--- src/rtl/multicycle_control_unit.sv ---
// -----------------------------------------------------------------------------
// multicycle_control_unit
//
// Multi-cycle RV32I control FSM. Sequences one instruction over 3-5 states,
// sharing a single ALU and one unified memory port with the multi-cycle
// datapath (PC, OldPC, IR, ALUOut, Data registers). Memory accesses use a
// req/ready handshake, so any number of wait states is tolerated.
//
// Parameters
//   EXT_ALU     0: 3-bit alu_control (add/sub/and/or/slt)
//               1: 4-bit alu_control, adds xor/sll/srl/sra/sltu
//   BRANCH_ALL  0: beq only; 1: beq/bne/blt/bge/bltu/bgeu
//   ALUC_W      derived width of alu_control (3 + EXT_ALU)
//
// Ports
//   clk, rst_n            rising-edge clock, async active-low reset
//   opcode/funct3/funct7b5 instruction fields from IR
//   zero, lt, ltu         ALU flags (lt/ltu only consulted with BRANCH_ALL=1)
//   mem_ready             memory completes the current access this cycle
//   mem_req, mem_write    memory access request / access is a store
//   adr_src               0: PC, 1: ALUOut drives the memory address
//   ir_write, pc_write    IR / PC load enables
//   reg_write             register file write enable
//   result_src            00 ALUOut, 01 Data, 10 ALUResult
//   alu_src_a             00 PC, 01 OldPC, 10 rs1
//   alu_src_b             00 rs2, 01 imm, 10 const 4
//   imm_src               00 I, 01 S, 10 B, 11 J (combinational from opcode)
//   alu_control           0 add, 1 sub, 2 and, 3 or, 5 slt;
//                         EXT: 4 xor, 6 sll, 7 srl, 8 sra, 9 sltu
//   instr_done            1-cycle pulse on the last cycle of each instruction
//   illegal               sticky flag, set on entry to TRAP
// -----------------------------------------------------------------------------
module multicycle_control_unit #(
  parameter  int EXT_ALU    = 0,
  parameter  int BRANCH_ALL = 0,
  localparam int ALUC_W     = 3 + EXT_ALU
) (
  input  logic              clk,
  input  logic              rst_n,
  input  logic [6:0]        opcode,
  input  logic [2:0]        funct3,
  input  logic              funct7b5,
  input  logic              zero,
  input  logic              lt,
  input  logic              ltu,
  input  logic              mem_ready,
  output logic              mem_req,
  output logic              mem_write,
  output logic              adr_src,
  output logic              ir_write,
  output logic              pc_write,
  output logic              reg_write,
  output logic [1:0]        result_src,
  output logic [1:0]        alu_src_a,
  output logic [1:0]        alu_src_b,
  output logic [1:0]        imm_src,
  output logic [ALUC_W-1:0] alu_control,
  output logic              instr_done,
  output logic              illegal
);

  localparam logic [6:0] OP_LOAD   = 7'b0000011;
  localparam logic [6:0] OP_STORE  = 7'b0100011;
  localparam logic [6:0] OP_RTYPE  = 7'b0110011;
  localparam logic [6:0] OP_ITYPE  = 7'b0010011;
  localparam logic [6:0] OP_JAL    = 7'b1101111;
  localparam logic [6:0] OP_BRANCH = 7'b1100011;

  typedef enum logic [3:0] {
    S_FETCH,
    S_DECODE,
    S_MEMADR,
    S_MEMREAD,
    S_MEMWB,
    S_MEMWRITE,
    S_EXECR,
    S_EXECI,
    S_ALUWB,
    S_JAL,
    S_BRANCH,
    S_TRAP
  } state_t;

  typedef enum logic [3:0] {
    ALU_ADD  = 4'd0,
    ALU_SUB  = 4'd1,
    ALU_AND  = 4'd2,
    ALU_OR   = 4'd3,
    ALU_XOR  = 4'd4,
    ALU_SLT  = 4'd5,
    ALU_SLL  = 4'd6,
    ALU_SRL  = 4'd7,
    ALU_SRA  = 4'd8,
    ALU_SLTU = 4'd9
  } alu_op_t;

  state_t  state_q, state_d;
  logic    illegal_q;
  alu_op_t alu_op;

  // ---------------------------------------------------------------------------
  // Funct decode for R-type and I-type ALU instructions
  // ---------------------------------------------------------------------------
  alu_op_t func_op;
  logic    func_bad;
  logic    is_rtype;

  assign is_rtype = (opcode == OP_RTYPE);

  always_comb begin
    func_op  = ALU_ADD;
    func_bad = 1'b0;
    case (funct3)
      3'b000: func_op = (is_rtype && funct7b5) ? ALU_SUB : ALU_ADD;
      3'b010: func_op = ALU_SLT;
      3'b110: func_op = ALU_OR;
      3'b111: func_op = ALU_AND;
      3'b100: begin
        if (EXT_ALU != 0) func_op = ALU_XOR;
        else              func_bad = 1'b1;
      end
      3'b001: begin
        if (EXT_ALU != 0) func_op = ALU_SLL;
        else              func_bad = 1'b1;
      end
      3'b101: begin
        if (EXT_ALU != 0) func_op = funct7b5 ? ALU_SRA : ALU_SRL;
        else              func_bad = 1'b1;
      end
      3'b011: begin
        if (EXT_ALU != 0) func_op = ALU_SLTU;
        else              func_bad = 1'b1;
      end
      default: func_bad = 1'b1;
    endcase
    // funct7b5 only selects sub/sra on R-type; on I-type it is immediate data
    // except for the shift-immediates, where slli must have it clear.
    if (is_rtype && funct7b5 && (funct3 != 3'b000) && (funct3 != 3'b101))
      func_bad = 1'b1;
    if (!is_rtype && (funct3 == 3'b001) && funct7b5)
      func_bad = 1'b1;
  end

  // ---------------------------------------------------------------------------
  // Branch condition decode
  // ---------------------------------------------------------------------------
  logic br_taken;
  logic br_bad;

  always_comb begin
    br_taken = 1'b0;
    br_bad   = 1'b0;
    case (funct3)
      3'b000:  br_taken = zero;
      3'b001:  br_taken = !zero;
      3'b100:  br_taken = lt;
      3'b101:  br_taken = !lt;
      3'b110:  br_taken = ltu;
      3'b111:  br_taken = !ltu;
      default: br_bad   = 1'b1;
    endcase
    if ((BRANCH_ALL == 0) && (funct3 != 3'b000))
      br_bad = 1'b1;
  end

  // ---------------------------------------------------------------------------
  // Immediate format select (purely from opcode)
  // ---------------------------------------------------------------------------
  always_comb begin
    case (opcode)
      OP_STORE:  imm_src = 2'b01;
      OP_BRANCH: imm_src = 2'b10;
      OP_JAL:    imm_src = 2'b11;
      default:   imm_src = 2'b00;
    endcase
  end

  // ---------------------------------------------------------------------------
  // State register and sticky illegal flag
  // ---------------------------------------------------------------------------
  always_ff @(posedge clk or negedge rst_n) begin
    if (!rst_n) begin
      state_q   <= S_FETCH;
      illegal_q <= 1'b0;
    end else begin
      state_q <= state_d;
      if (state_d == S_TRAP)
        illegal_q <= 1'b1;
    end
  end

  assign illegal     = illegal_q;
  assign alu_control = ALUC_W'(alu_op);

  // ---------------------------------------------------------------------------
  // Next state and outputs
  // ---------------------------------------------------------------------------
  always_comb begin
    state_d    = state_q;
    mem_req    = 1'b0;
    mem_write  = 1'b0;
    adr_src    = 1'b0;
    ir_write   = 1'b0;
    pc_write   = 1'b0;
    reg_write  = 1'b0;
    result_src = 2'b00;
    alu_src_a  = 2'b00;
    alu_src_b  = 2'b00;
    alu_op     = ALU_ADD;
    instr_done = 1'b0;

    case (state_q)
      S_FETCH: begin
        mem_req    = 1'b1;
        alu_src_a  = 2'b00;
        alu_src_b  = 2'b10;
        result_src = 2'b10;
        if (mem_ready) begin
          ir_write = 1'b1;
          pc_write = 1'b1;
          state_d  = S_DECODE;
        end
      end

      S_DECODE: begin
        // Branch target is computed here and parked in ALUOut.
        alu_src_a = 2'b01;
        alu_src_b = 2'b01;
        case (opcode)
          OP_LOAD, OP_STORE: state_d = S_MEMADR;
          OP_RTYPE:          state_d = func_bad ? S_TRAP : S_EXECR;
          OP_ITYPE:          state_d = func_bad ? S_TRAP : S_EXECI;
          OP_JAL:            state_d = S_JAL;
          OP_BRANCH:         state_d = br_bad ? S_TRAP : S_BRANCH;
          default:           state_d = S_TRAP;
        endcase
      end

      S_MEMADR: begin
        alu_src_a = 2'b10;
        alu_src_b = 2'b01;
        state_d   = (opcode == OP_LOAD) ? S_MEMREAD : S_MEMWRITE;
      end

      S_MEMREAD: begin
        mem_req = 1'b1;
        adr_src = 1'b1;
        if (mem_ready)
          state_d = S_MEMWB;
      end

      S_MEMWB: begin
        result_src = 2'b01;
        reg_write  = 1'b1;
        instr_done = 1'b1;
        state_d    = S_FETCH;
      end

      S_MEMWRITE: begin
        mem_req   = 1'b1;
        mem_write = 1'b1;
        adr_src   = 1'b1;
        if (mem_ready) begin
          instr_done = 1'b1;
          state_d    = S_FETCH;
        end
      end

      S_EXECR: begin
        alu_src_a = 2'b10;
        alu_src_b = 2'b00;
        alu_op    = func_op;
        state_d   = S_ALUWB;
      end

      S_EXECI: begin
        alu_src_a = 2'b10;
        alu_src_b = 2'b01;
        alu_op    = func_op;
        state_d   = S_ALUWB;
      end

      S_ALUWB: begin
        result_src = 2'b00;
        reg_write  = 1'b1;
        instr_done = 1'b1;
        state_d    = S_FETCH;
      end

      S_JAL: begin
        // PC takes the target held in ALUOut while the ALU forms OldPC+4
        // for the link write in ALUWB.
        alu_src_a  = 2'b01;
        alu_src_b  = 2'b10;
        result_src = 2'b00;
        pc_write   = 1'b1;
        state_d    = S_ALUWB;
      end

      S_BRANCH: begin
        alu_src_a  = 2'b10;
        alu_src_b  = 2'b00;
        alu_op     = ALU_SUB;
        result_src = 2'b00;
        pc_write   = br_taken;
        instr_done = 1'b1;
        state_d    = S_FETCH;
      end

      S_TRAP: begin
        state_d = S_TRAP;
      end

      default: begin
        state_d = S_FETCH;
      end
    endcase
  end

endmodule
--- config.mk ---
export PLATFORM = sky130hd
export DESIGN_NAME = multicycle_control_unit
export DESIGN_NICKNAME = d
export VERILOG_FILES = /design/src/rtl/multicycle_control_unit.sv
export SDC_FILE = /design/constraint.sdc
export NUM_CORES = 1
export LEC_CHECK = 0
export CORE_UTILIZATION = 36
export CTS_BUF_LIST = sky130_fd_sc_hd__clkbuf_8
export CTS_CLUSTER_DIAMETER = 30
export DETAILED_ROUTE_END_ITERATION = 16
export PLACE_DENSITY = 0.84
export SYNTH_ARGS = -nofsm -noshare
export SYNTH_HDL_FRONTEND = slang
export SYNTH_SLANG_ARGS = --single-unit
--- constraint.sdc ---
create_clock -name clk -period 1.6 [get_ports clk]
set_input_delay 0.16 -clock clk [delete_from_list [all_inputs] [get_ports clk]]
set_output_delay 0.16 -clock clk [all_outputs]
set_load 0.03 [all_outputs]
==> impl_metrics.csv, run 1 <==
group,metric,value,unit
yosys,syn_nets,115,
yosys,yosys.area_share.simple,42.41,%
timing,worst-ep-kind,"output port",
clock_tree,cts_max_path_buffers,2,
place,dpl.hpwl,1725,um
clock_tree,clock-root-buffer,"clkbuf_8",
yosys,yosysUniqueCellTypes,36,
outcome,status,"aborted with a tool error",
outcome,haltStage,"5_1_grt",
yosys,synthCells,98,
clock_tree,hold_buffers,0,
floorplan,rows,15,
clock_tree,numCtsBuffers,3,
place,io_buffers,35,
yosys,synth.avg_cell_area,6.894,um^2
yosys,ys_ff_latch,5,
floorplan,die_h,45.32,um
grt,grt_max_degree,10,
floorplan,start_util,38.71,%
clock_tree,h-tree-depth,1,
yosys,async_flop_share,100.0,%
floorplan,die_w,45.32,um
yosys,synthAdderAreaFrac,0,%
clock_tree,cts_sinks,5,
yosys,synthFlopType,"dfrtp_1",
yosys,synth-edff-count,0,
yosys,synth_xor_xnor_area_share,5.185,%
outcome,tool.error,"[ERROR DPL-0038] Utilization greater than 100%, impossible to legalize",
yosys,netlist_area,675.6,um^2
timing,crit_endpoint,"alu_control[0]",
yosys,ys_seq_area_share,18.52,%
yosys,synth_warnings,0,
yosys,synth_top_family_by_area,"simple AND/OR/NAND/NOR gates",
floorplan,pin_count,36,
place,gp_congestion,0.9375,
yosys,yosys-mux-area-fraction,2.963,%
yosys,synth_compound_area_share,24.63,%
what timing repair did:
item	CTS
setup endpoints to repair	19
pin swaps	19
gates resized for setup	73
setup buffers	18
Yosys cell counts, types with 2 or more instances:
library cell | number | area [um^2]
a211oi_1 | 2 | 15.01
nor3_1 | 6 | 30.03
dfrtp_1 | 5 | 125.1
mux2i_1 | 2 | 20.02
xnor2_1 | 3 | 26.28
and2_1 | 3 | 18.77
o22ai_1 | 2 | 12.51
a21oi_1 | 3 | 15.01
nand2_1 | 7 | 26.28
o21ai_0 | 4 | 20.02
or4_1 | 3 | 22.52
or2_2 | 2 | 12.51
nor2b_1 | 5 | 31.28
nand2b_1 | 7 | 43.79
nor4_1 | 3 | 18.77
inv_1 | 4 | 15.01
or4b_1 | 2 | 20.02
clkbuf_1 | 5 | 18.77
nand3_1 | 3 | 15.01
nor2_1 | 11 | 41.29
per-stage QoR:
| step | TNS (ns) | cells | area, um^2 | setup slack, ns | hold slack [ns] |
|---|---|---|---|---|---|
| after floorplan | -0.2011 | 98 | 728.2 | -0.1505 | -0.1356 |
| after global placement | -3.488 | 177 | 1229 | -0.6496 | 0.3829 |
| after detailed placement | -3.746 | 177 | 1229 | -0.6899 | 0.3951 |
| after CTS | -0.5396 | 197 | 1560 | -0.3350 | 0.1603 |
logic make-up after synthesis:
kind of cell,count (synthesis)
simple gates,53
flops,5
compound gates,23
mux,2
xor+xnor,4
buf+inv,11
==> run 2: changes to the inputs <==
Settings changed: CORE_AREA set to 2 2 63 65, CORE_UTILIZATION 36 to unset, CTS_BUF_LIST sky130_fd_sc_hd__clkbuf_8 to unset, CTS_CLUSTER_DIAMETER 30 to unset, DIE_AREA set to 0 0 65 67, PLACE_DENSITY 0.84 to unset, PLACE_DENSITY_LB_ADDON set to 0.15.
Clock period 1.6 ns to 2.08 ns, I/O delays scaled along.
==> run 2 against run 1 <==
  * The run now ends clean
  * Synthesized area is the same
  * Synthesized cell count is the same
==> impl_metrics.csv, run 2 <==
group,metric,value,unit
outcome,status,"finished, final reports clean",
timing,slew_headroom,74.22,%
drt,route.detailed.drc,0,
critical_path,slowest_stage,"or4_4",
place,dpl.hpwl,1921,um
critical_path,arrival,1.85,ns
grt,antenna_found_initial,0,
power,comb_power_share,76.5,%
grt,grt_use_total,12.09,%
yosys,synth_area_leaders,"dfrtp_1 19%, nand2b_1 6.5%, nor2_1 6.1%, nor2b_1 4.6%, nor3_1 4.4%",
power,internal_power,819.1,uW
yosys,synth_warnings,0,
clock_tree,clock-root-buffer,"clkbuf_8",
drt,vias,899,
floorplan,start_util,18.74,%
power,clock_power_share,10.3,%
layout,fin_area,1321,um^2
critical_path,cp-start-kind,"input pin",
place,placedInstanceArea,1205,um^2
yosys,yosysMostFrequentCell,"nor2_1",
place,gp_congestion,0.7921,
timing,post-route-period-util,98.98,%
power,leakagePower,0.6588,nW
floorplan,die_w,65,um
yosys,yosysTopAreaCellShare,18.52,%
yosys,synth.avg_cell_area,6.894,um^2
timing,fin_tns_setup,0,ns
yosys,yosysUniqueCellTypes,36,
layout,diodes,0,
critical_path,crit_type,"input pin to primary output",
critical_path,cp-end-kind,"primary output",
clock_tree,cts_tree,"built",
clock_tree,worstSkewPairLatency,0.22,ns
drt,wl_per_cell,11.77,um
power,switchingPower,871.7,uW
yosys,ys_top_cells_by_count,"11 x nor2_1, 7 x nand2_1, 7 x nand2b_1",
floorplan,die-area,4355,um^2
critical_path,crit_top_cell,"buf_6",
drt,viasPerCell,4.385,
drt,dr.first_iter.drc_count,23,
timing,setup_viol,0,
yosys,syn_nets,115,
drt,ant_nets,0,
drt,wl,2412,um
critical_path,critical_path.top_delay_family,"compound AO/OA/AOI/OAI gates",
worst_hold_path,hp-class,"input pin to asynchronous set/reset pin",
critical_path,critPathMaxFanout,2,
timing,finalCriticalPeriod,2.059,ns
yosys,yosysTopAreaCell,"dfrtp_1",
timing,hold_viol,0,
grt,grt_first_pass_wirelength,4243,um
place,io_buffers,35,
timing,clock_skew,0.001434,ns
critical_path,max_stage_delay,0.53,ns
yosys,netlist_area,675.6,um^2
power,ir_drop,286.8,uV
critical_path,crit_chain,"buf_6, or4_4, o41a_1, o32ai_2, and2_4, buf_6",
clock_tree,numCtsBuffers,3,
yosys,async_flop_share,100.0,%
floorplan,coreArea,3606,um^2
yosys,ys_ff_latch,5,
layout,layout_commonest_cell,"buf_4",
timing,final_max_slew_viol_count,0,
critical_path,worstPathRequired,1.87,ns
yosys,synth-edff-count,0,
clock_tree,clk_pin_slew,0.03,ns
layout,largest_reg_flops,4,
critical_path,path_buf_inv,2,
layout,mostFrequentLayoutCells,"29 x buf_4, 12 x clkdlybuf4s50_1, 11 x nor2_1, 9 x dlygate4sd2_1, 7 x nand2b_1",
power,powerDensity,1280,nW/um^2
layout,area_delta_synth_final,95.56,%
power,swShare,51.55,%
timing,tightest_slew,0.3835,ns
floorplan,rows,22,
grt,grt_max_degree,13,
yosys,ys_seq_area_share,18.52,%
power,seqPwrFrac,13.2,%
yosys,synthFlopType,"dfrtp_1",
clock_tree,cts_sinks,5,
clock_tree,cts_max_path_buffers,2,
yosys,synthCells,98,
clock_tree,h-tree-depth,1,
job,cap_violations,0,
grt,grt_pass1_vias,951,
layout,drive_gt1_share,29.30,%
timing,rsz0062_at_grt,"true",
floorplan,pin_count,36,
floorplan,die_h,67,um
timing,fmax,0.4857,GHz
drt,dr.pass1.iters,4,
layout,regMostFlops,"state_q",
layout,num-nets-final,175,
grt,grt-ovfl-total,0,
==> run 2: layer usage <==
layer	track usage [%]	routed length, um	vias up
met3	1.520	90	0
met4	2.394	0	0
li1	-	-	478
met5	0	0	-
met2	22.81	1248	19
met1	14.56	1073	402
==> run 2: final timing paths <==
check                           start              to  slack, ns  cells after the start
max                         opcode[6]  alu_control[0]       0.02                      6
min                             rst_n      state_q[2]       0.21                      1
max reg2reg                state_q[2]         illegal       0.13                      5
min reg2reg                   illegal         illegal       0.47                      1
max in group asynchronous       rst_n      state_q[0]       1.68                      1
min in group clk              illegal         illegal       0.47                      1
==> run 2: metrics by stage <==
step                power (mW)  cells  util, %  hold slack [ns]  setup WS, ns
finish                   1.691    205    36.64           0.2117       0.02112
global route             1.834    205    36.64           0.2318      -0.01322
CTS                      1.708    204    35.91           0.2182      0.001219
detailed placement       1.586    194    33.41           0.4441       -0.3033
global placement         1.583    194    33.41           0.4391       -0.2763
floorplan                1.028     98        -         -0.08759        0.1111
==> run 2: cell families (layout without fill, tap and decap cells) <==
kind of cell	Yosys count	after routing	share of synthesized area, %
and+or+nand+nor	53	53	42.41
AOI/OAI and AO/OA	23	23	24.63
buffers and inverters	11	70	6.295
DFF	5	5	18.52
xor gates and xnor gates	4	4	5.186
muxes	2	2	2.963
==> run 2: what timing repair did <==
item / 4_1_cts / 5_1_grt
pin swaps: 6 / 8
gates resized for setup: 19 / 19
setup endpoints to repair: 11 / 7
setup buffers: 6 / 1
hold buffers: 0 / 0
==> run 2: final cells by class <==
class / count / area (um^2)
clock buffer: 4 / 45.04
sequential: 5 / 125.1
multi-input combinational: 82 / 530.5
inverter: 4 / 15.01
timing repair buffer: 62 / 545.5
fill: 408 / 2285
tap: 48 / 60.06
==> run 2: power groups by stage <==
| stage | Sequential (mW) | Clock, mW | Combinational, mW |
|---|---|---|---|
| 6_report | 0.224 | 0.174 | 1.29 |
| 5_1_grt | 0.238 | 0.185 | 1.41 |
| 4_1_cts | 0.227 | 0.177 | 1.30 |
| 3_5_place_dp | 0.228 | 0 | 1.36 |
| 3_3_place_gp | 0.228 | 0 | 1.36 |
| 2_1_floorplan | 0.200 | 0 | 0.827 |
Note: power is estimated with default switching activity, not from simulation.
